--- src/rtl/la_ramlib_pkg.sv ---
// ============================================================
// la_ramlib_pkg : shared helpers for the la_dpram arbiter slice
// Rev 1.0
// ============================================================
`default_nettype none

package la_ramlib_pkg;

  localparam logic LA_REQ_RD = 1'b0;
  localparam logic LA_REQ_WR = 1'b1;

  // Round-robin pointer width; a single requester still needs one bit.
  function automatic int LA_RR_PTRW(input int n);
    return (n <= 2) ? 1 : $clog2(n);
  endfunction

endpackage

`default_nettype wire

--- src/rtl/la_rrarb.sv ---
// ============================================================
// la_rrarb : N-way round-robin arbiter, one-hot grant
// Rev 1.0
// ============================================================
`default_nettype none

module la_rrarb
  import la_ramlib_pkg::*;
#(
  parameter int N = 4
) (
  input  logic         clk,
  input  logic         nreset,
  input  logic [N-1:0] req,
  output logic [N-1:0] gnt
);

  localparam int PW = LA_RR_PTRW(N);

  logic [PW-1:0] ptr_q;
  logic [PW-1:0] ptr_d;

  // Two passes: requesters at or above the pointer first, then the wrapped ones.
  always_comb begin
    logic found;
    gnt   = '0;
    ptr_d = ptr_q;
    found = 1'b0;
    for (int j = 0; j < N; j++) begin
      if (!found && req[j] && (j >= int'(ptr_q))) begin
        gnt[j] = 1'b1;
        found  = 1'b1;
        ptr_d  = (j == N - 1) ? '0 : PW'(j + 1);
      end
    end
    for (int j = 0; j < N; j++) begin
      if (!found && req[j] && (j < int'(ptr_q))) begin
        gnt[j] = 1'b1;
        found  = 1'b1;
        ptr_d  = (j == N - 1) ? '0 : PW'(j + 1);
      end
    end
  end

  always_ff @(posedge clk or negedge nreset) begin
    if (!nreset) ptr_q <= '0;
    else         ptr_q <= ptr_d;
  end

endmodule

`default_nettype wire

--- src/rtl/la_dpram_arb.sv ---
// ============================================================
// la_dpram_arb : N-requester write/read arbiter for la_dpram
// Option macro: LA_DPRAM_ARB_FWD_EN (same-address write-to-read forwarding)
// Rev 1.0
// ============================================================
`default_nettype none

module la_dpram_arb
  import la_ramlib_pkg::*;
#(
  parameter int N  = 4,
  parameter int DW = 32,
  parameter int AW = 10
) (
  input  logic          clk,
  input  logic          nreset,
  input  logic [N-1:0]  req_valid,
  output logic [N-1:0]  req_ready,
  input  logic [N-1:0]  req_write,
  input  logic [N*AW-1:0] req_addr,
  input  logic [N*DW-1:0] req_wmask,
  input  logic [N*DW-1:0] req_din,
  output logic [N-1:0]  rsp_valid,
  output logic [DW-1:0] rsp_dout,
  output logic          ram_wr_ce,
  output logic          ram_wr_we,
  output logic [DW-1:0] ram_wr_wmask,
  output logic [AW-1:0] ram_wr_addr,
  output logic [DW-1:0] ram_wr_din,
  output logic          ram_rd_ce,
  output logic [AW-1:0] ram_rd_addr,
  input  logic [DW-1:0] ram_rd_dout
);

  logic [N-1:0] cand_w;
  logic [N-1:0] cand_r;
  logic [N-1:0] gnt_w;
  logic [N-1:0] gnt_r;
  logic [N-1:0] rsp_id_q;
  logic [N-1:0] rsp_id_d;
  logic [DW-1:0] rd_data;

  // Requests are masked while reset is held so nothing is granted during reset.
  always_comb begin
    cand_w = '0;
    cand_r = '0;
    for (int i = 0; i < N; i++) begin
      cand_w[i] = nreset && req_valid[i] && (req_write[i] == LA_REQ_WR);
      cand_r[i] = nreset && req_valid[i] && (req_write[i] == LA_REQ_RD);
    end
  end

  la_rrarb #(.N(N)) u_wr_arb (.clk(clk), .nreset(nreset), .req(cand_w), .gnt(gnt_w));
  la_rrarb #(.N(N)) u_rd_arb (.clk(clk), .nreset(nreset), .req(cand_r), .gnt(gnt_r));

  assign req_ready = gnt_w | gnt_r;

  always_comb begin
    ram_wr_ce    = |gnt_w;
    ram_wr_we    = |gnt_w;
    ram_wr_addr  = '0;
    ram_wr_din   = '0;
    ram_wr_wmask = '0;
    ram_rd_ce    = |gnt_r;
    ram_rd_addr  = '0;
    for (int i = 0; i < N; i++) begin
      if (gnt_w[i]) begin
        ram_wr_addr  = req_addr[i*AW +: AW];
        ram_wr_din   = req_din[i*DW +: DW];
        ram_wr_wmask = req_wmask[i*DW +: DW];
      end
      if (gnt_r[i]) ram_rd_addr = req_addr[i*AW +: AW];
    end
  end

  assign rsp_id_d = gnt_r;

  always_ff @(posedge clk or negedge nreset) begin
    if (!nreset) rsp_id_q <= '0;
    else         rsp_id_q <= rsp_id_d;
  end

`ifdef LA_DPRAM_ARB_FWD_EN
  logic          fwd_hit_q,   fwd_hit_d;
  logic [DW-1:0] fwd_wdata_q, fwd_wdata_d;
  logic [DW-1:0] fwd_wmask_q, fwd_wmask_d;

  always_comb begin
    fwd_hit_d   = ram_wr_ce && ram_rd_ce && (ram_wr_addr == ram_rd_addr);
    fwd_wdata_d = ram_wr_din;
    fwd_wmask_d = ram_wr_wmask;
  end

  always_ff @(posedge clk or negedge nreset) begin
    if (!nreset) begin
      fwd_hit_q   <= 1'b0;
      fwd_wdata_q <= '0;
      fwd_wmask_q <= '0;
    end else begin
      fwd_hit_q   <= fwd_hit_d;
      fwd_wdata_q <= fwd_wdata_d;
      fwd_wmask_q <= fwd_wmask_d;
    end
  end

  // The RAM returned pre-write data; merge in the bits written that same cycle.
  assign rd_data = fwd_hit_q ? ((fwd_wdata_q & fwd_wmask_q) | (ram_rd_dout & ~fwd_wmask_q))
                             : ram_rd_dout;
`else
  assign rd_data = ram_rd_dout;
`endif

  assign rsp_valid = rsp_id_q;
  assign rsp_dout  = (|rsp_id_q) ? rd_data : '0;

endmodule

`default_nettype wire
--- config.mk ---
export PLATFORM = sky130hd
export DESIGN_NAME = la_dpram_arb
export DESIGN_NICKNAME = d
export VERILOG_FILES = /design/src/rtl/la_ramlib_pkg.sv /design/src/rtl/la_rrarb.sv /design/src/rtl/la_dpram_arb.sv
export SDC_FILE = /design/constraint.sdc
export NUM_CORES = 1
export LEC_CHECK = 0
export CAP_MARGIN = 25
export CORE_AREA = 2 2 181 183
export CTS_BUF_LIST = sky130_fd_sc_hd__clkbuf_8
export DETAILED_ROUTE_END_ITERATION = 12
export DIE_AREA = 0 0 183 185
export MAX_ROUTING_LAYER = met4
export PLACE_DENSITY = 0.5
export SKIP_CTS_REPAIR_TIMING = 1
export SLEW_MARGIN = 20
export SYNTH_ARGS = -nofsm -noshare
export SYNTH_HDL_FRONTEND = slang
export SYNTH_SLANG_ARGS = --single-unit
export TNS_END_PERCENT = 100
--- constraint.sdc ---
create_clock -name clk -period 2.5 [get_ports clk]
set_input_delay 0.625 -clock clk [delete_from_list [all_inputs] [get_ports clk]]
set_output_delay 0.625 -clock clk [all_outputs]
set_load 0.005 [all_outputs]
==> impl_metrics.toml <==
[global_routing]
grt_max_degree = 32
grt_overflow = 0
antenna_found_initial = 1
grt_pass1_wl_mm = 35.3
grt_pass1_vias = 5803
grt_use_total_pct = 14.2

[place]
dp_hpwl_mm = 21.6
dp_cells = 1342
gp_congestion = 0.813
port_buffers = 464
place_ws_ps = -1310

[logic_synthesis]
synth.avg_cell_area_sq_um = 8.23
syn_inst = 410
synth_edf_count = 0
netlist_area_sq_um = 3370
synth_warnings = 0
synth_seq_cells = 8
synth_nets = 748
synth.yosys.seq_area_share_pct = 5.93
synth_flop_cell = "dfrtp_1"
async_reset_ff_share_pct = 100
yosysUniqueCellTypes = 44

[layout]
seq_area_sq_um = 201
fin_cells = 1432
drive_above_1_share_pct = 41.1
n_fill_cell = 3302
final_nets = 1362
multi_input_area_sq_um = 3400
final_util_pct = 33.5
area_growth_pct = 218

[worst_setup_path]
critPathMaxFanout = 5
worstSetupStartpointType = "primary input"
slowest_stage = "o32ai_4"
cpMostUsedCell = "buf_8"
worst-setup-path-type = "primary input to output port"
endpoint_kind = "output port"
required_ps = 1880
max_stage_delay_ps = 280
crit_arrival_ps = 2360
crit_chain = "buf_8 > buf_8 > buf_6 > and3_4 > o32ai_4 > buf_12 > buf_8 > clkbuf_16 > buf_8 > buf_6 > a221oi_2 > o2bb2ai_1 > buf_2"

[floorplanning]
die_h_um = 185
io_pins = 465
num_rows = 66
dieWidth_um = 183
die_area_sq_um = 33900
core_sq_um = 32000
start_util_pct = 10.5

[min_path]
min_path_type = "primary input to async pin"

[routing]
ant_nets = 0
vias = 6151
routed_wirelength_mm = 30.3
via_per_inst = 4.30
drt-pass1-iter-count = 4
drtIter0Drc = 169
drcViolationCount = 0
wl_per_cell_um = 21.1

[power]
ir_worst_vdd_mv = 0.159
p_total_mw = 3.30
powerDensity_nw_per_um2 = 308
p_leak_nw = 4.27

[sta]
period_share_pct = 119
fmax_mhz = 335
finalHoldViolations = 0
setup-violations-final = 89
layout_setup_ws_ps = -486
rsz0062_at_grt = "yes"
maxSlewViolCount = 0
finClkSkew_ps = 8.19
setup_tns_ps = -33500
worst_slew_pin_slew_ps = 384
min_period_ps = 2990
relSlewSlack_pct = 74.4

[flow_run]
maxCapViolations = 0

[cts]
cts_tree = "done"
clockBufferDepth = 2
h-tree-depth = 1
clkTransAtPathRegs_ps = 50
insertion_delay_ps = 230
clkSinkCount = 8
cts_root_buf = "clkbuf_8"
cts_made_buffers = 3

[status]
status = "finished with violations"
violations = "setup timing"
==> flip-flops by register name, indices dropped and copies added (netlist names) <==
register        flops
u_rd_arb.ptr_q      2
u_wr_arb.ptr_q      2
rsp_valid           4
==> path summary, 6_finish.rpt <==
path / start / to / slack [ps] / cells after the start
hold / removal: nreset / u_rd_arb.ptr_q[1] / 310 / 2
hold reg to reg: u_wr_arb.ptr_q[1] / u_wr_arb.ptr_q[1] / 790 / 2
min in group clk: u_wr_arb.ptr_q[1] / u_wr_arb.ptr_q[1] / 790 / 2
setup / recovery: nreset / ram_wr_addr[6] / -490 / 13
setup reg to reg: u_rd_arb.ptr_q[1] / rsp_valid[0] / 1040 / 4
max in group asynchronous: nreset / u_wr_arb.ptr_q[0] / 1910 / 4
==> stage by stage <==
stage | area, sq um | hold slack (ps)
global placement | 9230 | 760
global route | 10700 | 314
floorplan | 3400 | 329
finish | 10700 | 307
detailed placement | 9230 | 754
CTS | 9270 | 762
==> metal layers <==
layer,GRT usage [%],up-vias,share of wire (%)
li1,-,2916,-
met1,16.1,2889,39
met2,26.1,317,53
met3,2.01,29,6.3
met4,3.49,0,2.2
met5,-,-,0
==> final cells by class <==
type	count	area share [%]
Clock buffer	3	0.384
Sequential cell	8	1.87
Inverter	1	0.0349
Antenna cell	2	0.0466
Multi-Input combinational cell	349	31.6
Tap cell	408	4.75
Timing Repair Buffer	661	61.3
==> cell usage in the layout, fill, tap and decap left out, types with 4 or more instances in the layout <==
master,count
nor2_1,77
a22o_1,12
nand3_1,6
nor2b_1,31
buf_8,18
buf_6,64
o2bb2ai_2,18
buf_12,25
a221oi_2,51
a221oi_1,9
or2_4,5
nand2_1,5
clkbuf_16,11
a221o_1,10
clkbuf_2,17
nor2_4,4
buf_4,89
o2bb2ai_1,56
nand2b_1,5
buf_2,69
dfrtp_1,7
clkdlybuf4s50_1,364
a221oi_4,14
==> cell usage after synthesis, types with 3 or more instances <==
cell type,count,share of area (%)
nor2_1,83,9.2
o2bb2ai_1,74,19
a221oi_2,47,21
nor2b_1,32,5.9
a221oi_1,27,7.0
buf_6,17,5.7
a22o_1,13,3.4
buf_2,13,1.9
buf_4,12,2.7
a221o_1,10,3.0
clkbuf_1,9,1.0
dfrtp_1,8,5.9
nand2b_1,7,1.3
nand3_1,7,1.0
nand2_1,6,0.67
or2_2,5,0.93
a21oi_1,4,0.59
a22oi_1,3,0.67
nand3b_1,3,0.67
o21ai_0,3,0.44
==> power breakdown <==
part | switching (mW) | leakage [nW] | internal, mW
combinational | 1.17 | 4.15 | 1.76
sequential | 0.0591 | 0.101 | 0.157
clock | 0.0522 | 0.0216 | 0.104
==> cell families after synthesis <==
logic type	count (synthesis)	synth area share (%)
AOI/OAI and AO/OA	194	59.2
DFF	8	5.93
and+or+nand+nor	155	23.4
buffers and inverters	53	11.5
==> critical path: cells and delay by family <==
kind / cells / cell delay (ps)
compound gates: 3 / 450
buf+inv: 9 / 1110
simple gates: 1 / 160
No activity file was read; power rests on OpenSTA's default activity.
